File: src/rtl/memory_pkg.sv
// Shared types for the memory bank: FSM states, request opcodes and the
// even-parity helper used when MEMORY_BANK_PARITY_EN is defined.
package memory_pkg;

  typedef enum logic {
    ST_IDLE  = 1'b0,
    ST_CLEAR = 1'b1
  } state_t;

  typedef enum logic {
    OP_READ  = 1'b0,
    OP_WRITE = 1'b1
  } op_t;

  // Widest data word the parity helper covers; narrower words are zero-extended.
  localparam int PARITY_MAX_W = 64;

  function automatic logic even_parity(input logic [PARITY_MAX_W-1:0] data);
    return ^data;
  endfunction

endpackage

File: src/rtl/memory_bank_if.sv
// Request/response bus of the memory bank. Parity signals exist only when
// MEMORY_BANK_PARITY_EN is defined.
interface memory_bank_if
  import memory_pkg::*;
#(
  parameter int WIDTH = 8,
  parameter int DEPTH = 8,
  localparam int ADDR_W = $clog2(DEPTH)
);

  logic              req_valid;
  logic              req_ready;
  op_t               req_op;
  logic [ADDR_W-1:0] req_addr;
  logic [WIDTH-1:0]  req_wdata;
  logic              clr_start;
  logic              busy;
  logic              rsp_valid;
  logic [WIDTH-1:0]  rsp_rdata;
`ifdef MEMORY_BANK_PARITY_EN
  logic              err_inject;
  logic              parity_err;
`endif

  modport master (
    output req_valid, req_op, req_addr, req_wdata, clr_start,
`ifdef MEMORY_BANK_PARITY_EN
    output err_inject,
    input  parity_err,
`endif
    input  req_ready, busy, rsp_valid, rsp_rdata
  );

  modport slave (
    input  req_valid, req_op, req_addr, req_wdata, clr_start,
`ifdef MEMORY_BANK_PARITY_EN
    input  err_inject,
    output parity_err,
`endif
    output req_ready, busy, rsp_valid, rsp_rdata
  );

endinterface

File: src/rtl/memory_bank_address_decoder.sv
// Address decoder: binary word address plus enable to a one-hot word select,
// with an in-range flag for depths that are not a power of two.
module address_decoder #(
  parameter int DEPTH = 8,
  localparam int ADDR_W = $clog2(DEPTH)
) (
  input  logic [ADDR_W-1:0] i_addr,
  input  logic              i_en,
  output logic [DEPTH-1:0]  o_sel,
  output logic              o_in_range
);

  always_comb begin
    // NOTE: every output gets a default before the loop so no latch is inferred.
    o_sel      = '0;
    o_in_range = (32'(i_addr) < 32'(DEPTH));
    for (int i = 0; i < DEPTH; i++) begin
      if (i_en && (i_addr == ADDR_W'(i))) o_sel[i] = 1'b1;
    end
  end

endmodule

File: src/rtl/memory_bank.sv
// Word-addressable storage bank with valid/ready requests, registered reads and
// a sequenced whole-bank clear. Optional parity: MEMORY_BANK_PARITY_EN.
module memory_bank
  import memory_pkg::*;
#(
  parameter int WIDTH = 8,
  parameter int DEPTH = 8,
  localparam int ADDR_W = $clog2(DEPTH)
) (
  input  logic         clk,
  input  logic         rst,
  memory_bank_if.slave bus
);

`ifdef MEMORY_BANK_PARITY_EN
  localparam int MEM_W = WIDTH + 1;
`else
  localparam int MEM_W = WIDTH;
`endif

  logic [MEM_W-1:0]  r_mem [DEPTH];
  state_t            r_state;
  logic [ADDR_W-1:0] r_clr_cnt;
  logic              r_busy;
  logic              r_rsp_valid;
  logic [WIDTH-1:0]  r_rsp_rdata;

  logic              w_clearing, w_accept, w_rd_acc, w_wr_en, w_in_range;
  logic [ADDR_W-1:0] w_dec_addr;
  logic [DEPTH-1:0]  w_sel;
  logic [MEM_W-1:0]  w_wr_word, w_rd_word;

  assign w_clearing    = (r_state == ST_CLEAR);
  assign bus.req_ready = (r_state == ST_IDLE) && !bus.clr_start;
  assign w_accept      = bus.req_valid && bus.req_ready;
  assign w_rd_acc      = w_accept && (bus.req_op == OP_READ);
  assign w_wr_en       = w_clearing || (w_accept && (bus.req_op == OP_WRITE));

  // The clear sweep and the request port share one decoder; they never overlap.
  assign w_dec_addr = w_clearing ? r_clr_cnt : bus.req_addr;

  address_decoder #(.DEPTH(DEPTH)) u_dec (
    .i_addr    (w_dec_addr),
    .i_en      (w_clearing || w_accept),
    .o_sel     (w_sel),
    .o_in_range(w_in_range)
  );

`ifdef MEMORY_BANK_PARITY_EN
  assign w_wr_word = w_clearing ? '0 :
    {even_parity(PARITY_MAX_W'(bus.req_wdata)) ^ bus.err_inject, bus.req_wdata};
`else
  assign w_wr_word = w_clearing ? '0 : bus.req_wdata;
`endif

  always_comb begin
    w_rd_word = '0;
    for (int i = 0; i < DEPTH; i++) begin
      if (w_sel[i]) w_rd_word = w_rd_word | r_mem[i];
    end
  end

  // NOTE: the array has no reset; contents stay undefined until written or cleared.
  always_ff @(posedge clk) begin
    if (!rst && w_wr_en) begin
      for (int i = 0; i < DEPTH; i++) begin
        if (w_sel[i]) r_mem[i] <= w_wr_word;
      end
    end
  end

`ifdef MEMORY_BANK_PARITY_EN
  logic r_parity_err;
  assign bus.parity_err = r_parity_err;
`endif

  // NOTE: all state below uses non-blocking assignments so every register sees pre-edge values.
  always_ff @(posedge clk) begin
    if (rst) begin
      r_state     <= ST_IDLE;
      r_clr_cnt   <= '0;
      r_busy      <= 1'b0;
      r_rsp_valid <= 1'b0;
      r_rsp_rdata <= '0;
`ifdef MEMORY_BANK_PARITY_EN
      r_parity_err <= 1'b0;
`endif
    end else begin
      r_rsp_valid <= w_rd_acc;
      if (w_rd_acc) r_rsp_rdata <= w_in_range ? w_rd_word[WIDTH-1:0] : '0;
`ifdef MEMORY_BANK_PARITY_EN
      // Stored word XORs to 1 exactly when its parity bit disagrees with the data.
      r_parity_err <= w_rd_acc && w_in_range && (^w_rd_word);
`endif
      case (r_state)
        ST_IDLE: begin
          if (bus.clr_start) begin
            r_state   <= ST_CLEAR;
            r_clr_cnt <= '0;
            r_busy    <= 1'b1;
          end
        end
        ST_CLEAR: begin
          if (r_clr_cnt == ADDR_W'(DEPTH - 1)) begin
            r_state   <= ST_IDLE;
            r_clr_cnt <= '0;
            r_busy    <= 1'b0;
          end else begin
            r_clr_cnt <= r_clr_cnt + ADDR_W'(1);
          end
        end
        default: r_state <= ST_IDLE;
      endcase
    end
  end

  assign bus.busy      = r_busy;
  assign bus.rsp_valid = r_rsp_valid;
  assign bus.rsp_rdata = r_rsp_rdata;

endmodule
File: src/flat_wrapper.sv
// flat-port wrapper written by rule: the top's interface ports become plain ports
module memory_bank_flat import memory_pkg::*;
#(
  parameter int WIDTH = 8,
  parameter int DEPTH = 8,
  localparam int ADDR_W = $clog2(DEPTH)
)
  (clk, rst, bus_req_valid, bus_req_op, bus_req_addr, bus_req_wdata, bus_clr_start, bus_req_ready, bus_busy, bus_rsp_valid, bus_rsp_rdata);
  memory_bank_if #(.WIDTH(WIDTH), .DEPTH(DEPTH)) bus_i ();
  input  logic clk;
  input  logic rst;
  input wire logic [$bits(bus_i.req_valid)-1:0] bus_req_valid;
  input wire logic [$bits(bus_i.req_op)-1:0] bus_req_op;
  input wire logic [$bits(bus_i.req_addr)-1:0] bus_req_addr;
  input wire logic [$bits(bus_i.req_wdata)-1:0] bus_req_wdata;
  input wire logic [$bits(bus_i.clr_start)-1:0] bus_clr_start;
  output wire logic [$bits(bus_i.req_ready)-1:0] bus_req_ready;
  output wire logic [$bits(bus_i.busy)-1:0] bus_busy;
  output wire logic [$bits(bus_i.rsp_valid)-1:0] bus_rsp_valid;
  output wire logic [$bits(bus_i.rsp_rdata)-1:0] bus_rsp_rdata;
  assign bus_i.req_valid = bus_req_valid;
  assign bus_i.req_op = bus_req_op;
  assign bus_i.req_addr = bus_req_addr;
  assign bus_i.req_wdata = bus_req_wdata;
  assign bus_i.clr_start = bus_clr_start;
  assign bus_req_ready = bus_i.req_ready;
  assign bus_busy = bus_i.busy;
  assign bus_rsp_valid = bus_i.rsp_valid;
  assign bus_rsp_rdata = bus_i.rsp_rdata;
  memory_bank #(.WIDTH(WIDTH), .DEPTH(DEPTH)) u_core (.clk(clk), .rst(rst), .bus(bus_i));
endmodule
File: config.mk
export PLATFORM = sky130hd
export DESIGN_NAME = memory_bank_flat
export DESIGN_NICKNAME = d
export VERILOG_FILES = /design/src/rtl/memory_pkg.sv /design/src/rtl/memory_bank_if.sv /design/src/rtl/memory_bank_address_decoder.sv /design/src/rtl/memory_bank.sv /design/src/flat_wrapper.sv
export SDC_FILE = /design/constraint.sdc
export NUM_CORES = 1
export LEC_CHECK = 0
export ABC_AREA = 1
export BUFFER_PORTS_ARGS = -buffer_cell sky130_fd_sc_hd__buf_2
export CAP_MARGIN = 20
export CELL_PAD_IN_SITES_DETAIL_PLACEMENT = 1
export CELL_PAD_IN_SITES_GLOBAL_PLACEMENT = 1
export CORE_AREA = 5 5 120 122
export DETAILED_ROUTE_END_ITERATION = 16
export DIE_AREA = 0 0 125 127
export HOLD_SLACK_MARGIN = 0.06
export PLACE_DENSITY_LB_ADDON = 0.1
export SLEW_MARGIN = 10
export SYNTH_ARGS = -nofsm -noshare
export SYNTH_HDL_FRONTEND = slang
export SYNTH_HIERARCHICAL = 1
export SYNTH_SLANG_ARGS = --single-unit
File: constraint.sdc
create_clock -name clk -period 2.1 [get_ports clk]
set_clock_uncertainty 0.2 [all_clocks]
set_input_delay 0 -clock clk [delete_from_list [all_inputs] [get_ports clk]]
set_output_delay 0 -clock clk [all_outputs]
set_load 0.02 [all_outputs]
==> impl_metrics.ini <==
[layout]
finalNonFillerCells = 577
utilization_pct = 33.5
insertedDiodeCount = 0
drive_above_1_share_pct = 26.9
syn_to_final_growth_pct = 36.3
nNetsFinal = 414

[routing]
vias_per_cell = 3.98
first_pass_iters = 4
wl_met2_um = 3870
highest_layer = met4
wl_per_cell_um = 14.9
drt_iter0_drc = 92
vias = 2294
route.detailed.drc = 0
drt-total-wl_um = 8620
met1_length_um = 4190
ant_nets = 0
wl_met3_um = 347

[critical_path]
cp_cell_sequence = buf_4 -> nor2_8 -> nand2_1 -> nand2_4 -> nand2_4 -> nor2_2 -> buf_6 -> inv_1 -> nor2_2 -> buf_6
arrival_ns = 1.86
crit_type = flop to flop
critPathSlowestCell = dfxtp_1
critPathLaunch = u_core/r_state
start_kind = flop
r2r_end = u_core/r_mem[1][29]
slowest_delay_ns = 0.33
cp-end-kind = flop
reg2reg_depth = 10
r2r_start = u_core/r_state
r2r_slack_ns = 0.09
required_ns = 1.95
cp_max_fo = 9

[placed_design]
place_hpwl_um = 6360
dpl.cell_count = 546
pre_cts_slack_ns = 0.000824
gp_congestion = 0.748
portBuffers = 26

[hold_path]
hold_depth = 2
hp-class = flop to flop
min-delay-start = u_core/bus.rsp_rdata[1]
hold-path-endpoint = u_core/bus.rsp_rdata[1]

[clocking]
cts_setup_buffers = 0
cts_tree = done
cts_made_buffers = 9
clock-sinks = 78
clk_latency_ns = 0.34
cts-root-buf = clkbuf_16
clk_pin_slew_ns = 0.06
cts_buffer_depth = 2
htreeDepth = 3

[yosys]
avgSynthCellArea_um2 = 10.0
ys_warn_count = 6
synth_enable_flop_cells = 64
synth_fp_nets = 338
syn_area_um2 = 3210
synthTopCellsByCount = nand2_1, edfxtp_1, nor2_1, inv_1, dfxtp_1
ys_types = 17
synth_largest_area_cell = edfxtp_1
synth_seq_cells = 78
yosysSeqAreaShare_pct = 68.5
synth_most_common_cell = nand2_1
ys.flop_type = edfxtp_1
synth_area_leaders = edfxtp_1, nand2_1, dfxtp_1, nor2_1, inv_1
synth_cells = 320
synth_top_area_share_pct = 59.8
async_reset_ff_share_pct = 0

[global_route]
grt_pass1_wl_um = 13600
grt_max_degree = 14
antenna_found_initial = 0
grt_pass1_vias = 2431
grtUsageTotal_pct = 11.6
grt_overflow = 0

[status]
status = complete, no violations

[sta]
rsz0062_at_grt = true
drv_slew = 0
max_freq_ghz = 0.498
setup_viol = 0
final-hold-violation-count = 0
final.period_utilization_pct = 95.7
setup_ws_ns = 0.0907
fin_crit_ns = 2.01

[floorplanning]
core-area_um2 = 13100
die_area_um2 = 15900
die_width_um = 125
io_pins = 27
die_h_um = 127
num_rows = 42
start_util_pct = 24.6

[pwr]
p_leak_nw = 1.82
p_total_mw = 3.51
power_density_nw_per_um2 = 802
peakVddDrop_v = 0.000363

[job]
maxCapViolCount = 0
==> cells by family after synthesis <==
kind of cell	share of synthesized area (%)
AO/OA/AOI/OAI	2.37
adder cells (fa/ha/maj)	0.778
buffers and inverters	4.44
flip-flops	68.5
other	0.117
AND/OR/NAND/NOR	23.8
==> worst max-delay path: cells and delay by family (launching register included) <==
| kind | cells | cell delay (ns) |
|---|---|---|
| buffers and inverters | 4 | 0.51 |
| flip-flops | 1 | 0.33 |
| AND/OR/NAND/NOR | 6 | 0.66 |
==> per-stage QoR <==
stage	hold WS [ns]	setup TNS (ns)	area, um2
5_1_grt	0.299	-0.228	4380
3_5_place_dp	0.141	0	3820
3_3_place_gp	0.129	-0.00339	3820
4_1_cts	0.268	0	4260
6_report	0.264	0	4380
2_1_floorplan	-0.169	-2.83	3230
==> state kept, by name (all words and copies together), names as in the netlist <==
register and cells:
u_core/bus.rsp_rdata 8, u_core/r_state 1, u_core/r_clr_cnt 3, u_core/bus.busy 1, u_core/r_mem 64, u_core/bus.rsp_valid 1
==> routing by layer <==
metal  global-route usage (%)  vias up
met5                        0        -
met4                     6.31        0
met3                     3.01       12
met2                     17.4       41
met1                     15.4     1072
li1                         -     1169
==> report_power, final <==
part	leakage, nW	internal, mW	switching [mW]	total (mW)
clock	0.141	0.919	0.597	1.52
sequential	0.696	1.69	0.00655	1.70
combinational	0.981	0.113	0.186	0.298
==> final cells by class <==
| class | instances | area (um2) |
|---|---|---|
| repair buffers | 77 | 591 |
| fillers | 1468 | 8700 |
| multi-input cells | 207 | 996 |
| flip-flops and latches | 78 | 2200 |
| clock inverters | 4 | 48.8 |
| well taps | 176 | 220 |
| inverters | 23 | 86.3 |
| clock buffers | 12 | 236 |
==> placed cells by master, fill, tap and decap left out, types with 2 or more instances in the layout <==
master         synthesis  final
nor2_2                 0     12
clkinv_2               0      2
edfxtp_1              64     64
nor2_1                44     25
buf_6                  1      4
nand2_2                0      5
ha_1                   2      2
nor2_8                 2      2
a21oi_1               11     11
dfxtp_1               14     14
buf_2                  0     26
nand2_1              143    135
nand2_4                0      3
buf_12                 0      2
inv_1                 23     22
clkbuf_16              0      9
clkbuf_1               8      3
dlygate4sd3_1          0     15
buf_4                  1     30
nor2_4                 0      7
==> what timing repair did <==
action                                 in CTS  in global routing
pin swaps                                   0                  0
hold buffers                               15                  0
resized for setup                           1                 34
endpoints found under the hold margin      78                  0
setup endpoints to repair                   8                 67
==> worst max path at each step <==
stage                                    endpoint  slack, ns
after floorplan               u_core/r_mem[0][24]      -0.07
after global placement         u_core/r_mem[0][3]    -0.0009
after detailed placement       u_core/r_mem[0][6]     0.0008
after CTS                 u_core/bus.rsp_rdata[1]       0.02
after global routing      u_core/bus.rsp_rdata[1]      -0.04
final                         u_core/r_mem[1][29]       0.09
No activity file was read; power rests on OpenSTA's default activity.
